$ cat config.mk
export PLATFORM = sky130hd
export DESIGN_NAME = adder_tree_acc
export DESIGN_NICKNAME = d
export VERILOG_FILES = /design/src/rtl/adder_tree_acc.sv
export SDC_FILE = /design/constraint.sdc
export NUM_CORES = 2
export LEC_CHECK = 0
export ABC_AREA = 1
export BUFFER_PORTS_ARGS = -buffer_cell sky130_fd_sc_hd__buf_2
export CORE_MARGIN = 2
export CORE_UTILIZATION = 40
export CTS_CLUSTER_SIZE = 8
export DETAILED_ROUTE_END_ITERATION = 16
export GPL_ROUTABILITY_DRIVEN = 0
export PLACE_DENSITY_LB_ADDON = 0.08
export SYNTH_ARGS = -nofsm -noshare
export SYNTH_HDL_FRONTEND = slang
export SYNTH_SLANG_ARGS = --single-unit
$ cat constraint.sdc
create_clock -name clk_p -period 121.6 [get_ports clk_p]
set_input_delay 0 -clock clk_p [delete_from_list [all_inputs] [get_ports clk_p]]
set_output_delay 0 -clock clk_p [all_outputs]
set_load 0.01 [all_outputs]
$ cat src/rtl/adder_tree_acc.sv
// Pipelined signed adder tree reducing NUM_ADDEND lanes per beat, followed by a NUM_BEAT accumulator.
// Optional feature: define ADDER_TREE_ACC_SAT_EN to saturate (instead of wrap) the narrowed result.
module adder_tree_acc #(
    parameter int unsigned NUM_ADDEND   = 64,
    parameter int unsigned ADDEND_WIDTH = 8,
    parameter int unsigned NUM_BEAT     = 12,
    parameter int unsigned REG_STRIDE   = 1,
    parameter int unsigned SUM_WIDTH    = 18
) (
    input  logic                                clk_p,
    input  logic                                rst_p,
    input  logic [ADDEND_WIDTH*NUM_ADDEND-1:0]  addend,
    input  logic                                addend_valid_n,
    input  logic                                clear,
    output logic [SUM_WIDTH-1:0]                sum,
    output logic                                sum_valid_n,
    output logic                                sum_sat,
    output logic                                busy
);

    localparam int unsigned L     = $clog2(NUM_ADDEND);
    localparam int unsigned BW    = (NUM_BEAT > 1) ? $clog2(NUM_BEAT) : 0;
    localparam int unsigned FW    = ADDEND_WIDTH + L + BW;
    localparam int unsigned CW    = (BW > 0) ? BW : 1;
    localparam int unsigned IW    = ADDEND_WIDTH * NUM_ADDEND;
    localparam logic [CW-1:0] LAST = CW'(NUM_BEAT - 1);

    logic          accept;
    logic [IW-1:0] in_q;
    logic          in_vld;
    logic [L:0]    lvl_vld;

    assign accept = ~addend_valid_n & ~clear;

    // Input capture: the edge that accepts a beat
    always_ff @(posedge clk_p or posedge rst_p) begin
        if (rst_p) begin
            in_q   <= '0;
            in_vld <= 1'b0;
        end else begin
            in_vld <= accept;
            if (accept) in_q <= addend;
        end
    end

    // Tree levels; nodes carried at full width, upper bits are plain sign extension
    for (genvar l = 0; l <= L; l++) begin : gen_lvl
        localparam int unsigned N = NUM_ADDEND >> l;
        logic signed [FW-1:0] node [N];
        logic                 vld;

        if (l == 0) begin : g_in
            for (genvar i = 0; i < N; i++) begin : g_ext
                assign node[i] = FW'($signed(in_q[i*ADDEND_WIDTH +: ADDEND_WIDTH]));
            end
            assign vld = in_vld;
        end else begin : g_add
            logic signed [FW-1:0] pair [N];
            for (genvar i = 0; i < N; i++) begin : g_pair
                assign pair[i] = gen_lvl[l-1].node[2*i] + gen_lvl[l-1].node[2*i+1];
            end

            if (((l % REG_STRIDE) == 0) || (l == L)) begin : g_reg
                always_ff @(posedge clk_p or posedge rst_p) begin
                    if (rst_p) begin
                        vld <= 1'b0;
                        for (int unsigned i = 0; i < N; i++) node[i] <= '0;
                    end else begin
                        vld <= gen_lvl[l-1].vld & ~clear;
                        if (gen_lvl[l-1].vld) begin
                            for (int unsigned i = 0; i < N; i++) node[i] <= pair[i];
                        end
                    end
                end
            end else begin : g_comb
                assign node = pair;
                assign vld  = gen_lvl[l-1].vld;
            end
        end

        assign lvl_vld[l] = vld;
    end

    logic signed [FW-1:0] partial;
    logic signed [FW-1:0] total;
    logic signed [FW-1:0] acc;
    logic signed [FW-1:0] acc_d;
    logic [CW-1:0]        cnt;
    logic [CW-1:0]        cnt_d;
    logic [SUM_WIDTH-1:0] red;
    logic                 red_sat;
    logic [SUM_WIDTH-1:0] sum_d;
    logic                 sum_valid_n_d;
    logic                 sum_sat_d;
    logic                 busy_d;
    logic                 tree_vld;

    assign partial  = gen_lvl[L].node[0];
    assign tree_vld = lvl_vld[L];
    assign total    = acc + partial;

    // Narrow the full-width group total to the output width
`ifdef ADDER_TREE_ACC_SAT_EN
    localparam logic signed [FW-1:0] SMAX = {{(FW-SUM_WIDTH+1){1'b0}}, {(SUM_WIDTH-1){1'b1}}};
    localparam logic signed [FW-1:0] SMIN = ~SMAX;

    always_comb begin
        red     = total[SUM_WIDTH-1:0];
        red_sat = 1'b0;
        if (total > SMAX) begin
            red     = SMAX[SUM_WIDTH-1:0];
            red_sat = 1'b1;
        end else if (total < SMIN) begin
            red     = SMIN[SUM_WIDTH-1:0];
            red_sat = 1'b1;
        end
    end
`else
    always_comb begin
        red     = total[SUM_WIDTH-1:0];
        red_sat = 1'b0;
    end
`endif

    // Accumulator next state; clear wins over a coincident final partial
    always_comb begin
        acc_d         = acc;
        cnt_d         = cnt;
        sum_d         = sum;
        sum_valid_n_d = 1'b1;
        sum_sat_d     = 1'b0;
        if (clear) begin
            acc_d = '0;
            cnt_d = '0;
        end else if (tree_vld) begin
            if (cnt == LAST) begin
                sum_d         = red;
                sum_sat_d     = red_sat;
                sum_valid_n_d = 1'b0;
                acc_d         = '0;
                cnt_d         = '0;
            end else begin
                acc_d = total;
                cnt_d = cnt + CW'(1);
            end
        end
        busy_d = accept | (~clear & (|lvl_vld[L-1:0])) | (cnt_d != '0);
    end

    always_ff @(posedge clk_p or posedge rst_p) begin
        if (rst_p) begin
            acc         <= '0;
            cnt         <= '0;
            sum         <= '0;
            sum_valid_n <= 1'b1;
            sum_sat     <= 1'b0;
            busy        <= 1'b0;
        end else begin
            acc         <= acc_d;
            cnt         <= cnt_d;
            sum         <= sum_d;
            sum_valid_n <= sum_valid_n_d;
            sum_sat     <= sum_sat_d;
            busy        <= busy_d;
        end
    end

endmodule

==> flow_metrics.tcl <==
set metrics [dict create \
    insertion_delay_ps 830 \
    worstPathRequired_ps 122310 \
    design_area_sq_um 105000 \
    fin_util 0.502 \
    rows 168 \
    grt_pass1_wl_um 388000 \
    antenna_left 0 \
    leakagePower_nw 53.6 \
    placedCellCount 13000 \
    hold_class "in2reg" \
    status "completed" \
    fin_ws_ps 117380 \
    powerDensity_nw_per_um2 21.7 \
    drt_pre_antenna_iters 6 \
    drv_slew 0 \
    path_clk_slew_ps 50 \
    synth_area_leaders "dfrtp_1, nand2_1, ha_1" \
    fin_crit_sh 0.0347 \
    antenna_found_initial 15 \
    worstMarginPinSlew_ps 1140 \
    place_area_sq_um 89500 \
    min_from "addend[281]" \
    cts_max_level 4 \
    fin_crit_ps 4220 \
    synth.distinct_cells 39 \
    cts-root-buf "clkbuf_16" \
    grtUsageTotal 0.220 \
    synth_nets 11200 \
    cts_buffers 198 \
    cpLargestDelayFamily "buffers and inverters" \
    cp.arrival_ps 4930 \
    tns_ps 0 \
    ir_worst_vdd_v 0.0000161 \
    cts_buffer_depth 3 \
    postCtsSetupRepairBufs 0 \
    crit_path_start_kind "primary input" \
    drc 0 \
    drtIter0Drc 4014 \
    wirelength_um 237000 \
    hold_violations 0 \
    yosysTopAreaCell "dfrtp_1" \
    synth_ff_type "dfrtp_1" \
    io_pins 537 \
    dieArea_sq_um 215000 \
    crit_top_cell "buf_4" \
    clkSinkCount 1407 \
    synth_most_common_cell "nand2_1" \
    synth_top_cells_by_count "nand2_1, dfrtp_1, inv_1" \
    synth_edf_count 0 \
    overflow 0 \
    synth_seq_cells 1407 \
    syn_area_sq_um 84600 \
    relSlewSlack 0.240 \
    dp_slack_ps 117200 \
    routed_via_density 4.91 \
    coreArea_sq_um 210000 \
    finalNetCount 12800 \
    wl_per_cell_um 16.5 \
    critPathMaxStageDelay_ps 930 \
    rsz0062_at_grt "false" \
    die_h_um 464 \
    clock.fmax_mhz 237 \
    clock_skew_ps 52.9 \
    syn_inst 9904 \
    cap_viol_max_count 0 \
    reg2reg_from "gen_lvl[0].vld" \
    layout.cells.non_filler 14300 \
    ys_warn_count 0 \
    cp_num_buf_inv 6 \
    post_cts_resized 0 \
    hpwlAfterDp_um 170000 \
    dieWidth_um 464 \
    grt_pass1_vias 71500 \
    io_buffers 535 \
    worstPathCellList "dlygate4sd3_1, buf_2, nor2_4, buf_4, buf_4, buf_4, buf_4, mux2_4" \
    grt_max_degree 157 \
    nFillCells 19500 \
    vias 70400 \
    critical_path.startpoint "clear" \
    async_flop_share 1.00 \
    synth_area_per_cell_sq_um 8.54 \
    crit_type "in2reg" \
    cp_max_fo 67 \
    drive_gt1_frac 0.117 \
    end_kind "flip-flop" \
    crit_slowest_cell "buf_4" \
    whs_ps 43.2 \
    setup_viol 0 \
    start_util 0.403 \
    seq_area_frac_synth 0.416 \
    power_mw 2.29 \
    yosys.area.top_type_share 0.416 \
    syn_to_final_growth_pct 24.6 \
    cts_tree "done" \
]
-- final timing paths --
kind                       slack (ps)  cells past startpoint                    to
min reg2reg                       460                      2                sum[2]
max                            117380                      8             in_q[411]
min                                40                      4             in_q[281]
max in group asynchronous      117420                      8  gen_lvl[2].node[202]
min in group asynchronous         450                      4             in_q[347]
max reg2reg                    118070                      4  gen_lvl[1].node[502]
-- where the power goes --
group | internal, mW | switching, mW | leakage [nW]
Sequential | 0.611 | 0.118 | 17.2
Clock | 0.297 | 0.209 | 2.68
Combinational | 0.429 | 0.623 | 33.8
Total | 1.34 | 0.951 | 53.6
-- what timing repair did --
action                     4_1_cts  5_1_grt
hold endpoints to repair       612        0
hold buffers                  1033        0
setup endpoints to repair        0        0
-- worst register-to-register path, stage by stage, from the launching register on --
cell,delay [ps]
dfrtp_4,790
inv_8,620
buf_4,780
buf_4,840
a22oi_1,330
-- logic make-up after synthesis --
logic type	Yosys count	synth area share
buf+inv	1093	0.0573
mux	448	0.0725
fa+ha+maj	769	0.122
simple gates	4643	0.224
xor+xnor	221	0.0229
other cells	1	0.0000443
flops	1407	0.416
compound gates	1322	0.0848
-- layout by cell type (no fill, tap or decap), types with 18 or more instances in the layout --
cell,n
nand2_1,3208
dfrtp_1,1403
dlygate4sd3_1,1033
inv_1,839
ha_1,673
nand3_1,577
buf_2,535
nor2_1,528
o21ai_0,514
a21oi_1,513
mux2_4,290
clkbuf_16,200
xnor2_1,183
mux2_2,158
a31oi_1,146
fa_1,96
nor3_1,82
or2_2,80
nand3b_1,71
nand4_1,71
xor2_1,38
buf_4,36
o21a_1,32
o211ai_1,32
a22oi_1,32
a21o_1,29
and2_1,25
o21bai_1,18
-- routing by layer --
layer / part of all wire / routed length, um / track usage
met1: 0.50 / 117000 / 0.317
met2: 0.45 / 106000 / 0.348
met3: 0.033 / 7690 / 0.0271
met4: 0.025 / 5940 / 0.0590
met5: 0.00031 / 73 / 0
-- area by class of cell --
class | count | area [sq um] | area share
Tap cell | 2805 | 3510 | 0.0333
Multi-Input combinational cell | 7404 | 44600 | 0.423
Clock inverter | 18 | 300 | 0.00285
Clock buffer | 226 | 5190 | 0.0493
Inverter | 846 | 3200 | 0.0304
Antenna cell | 11 | 27.5 | 0.000261
Sequential cell | 1407 | 35200 | 0.334
Timing Repair Buffer | 1609 | 13400 | 0.127
-- registers in the layout, summed over array words and instances, names as in the netlist --
name	count
in_q	512
sum	18
busy	1
cnt	4
gen_lvl.vld	7
sum_valid_n	1
gen_lvl.node	846
acc	18
Power figures use the tool's default switching activity.
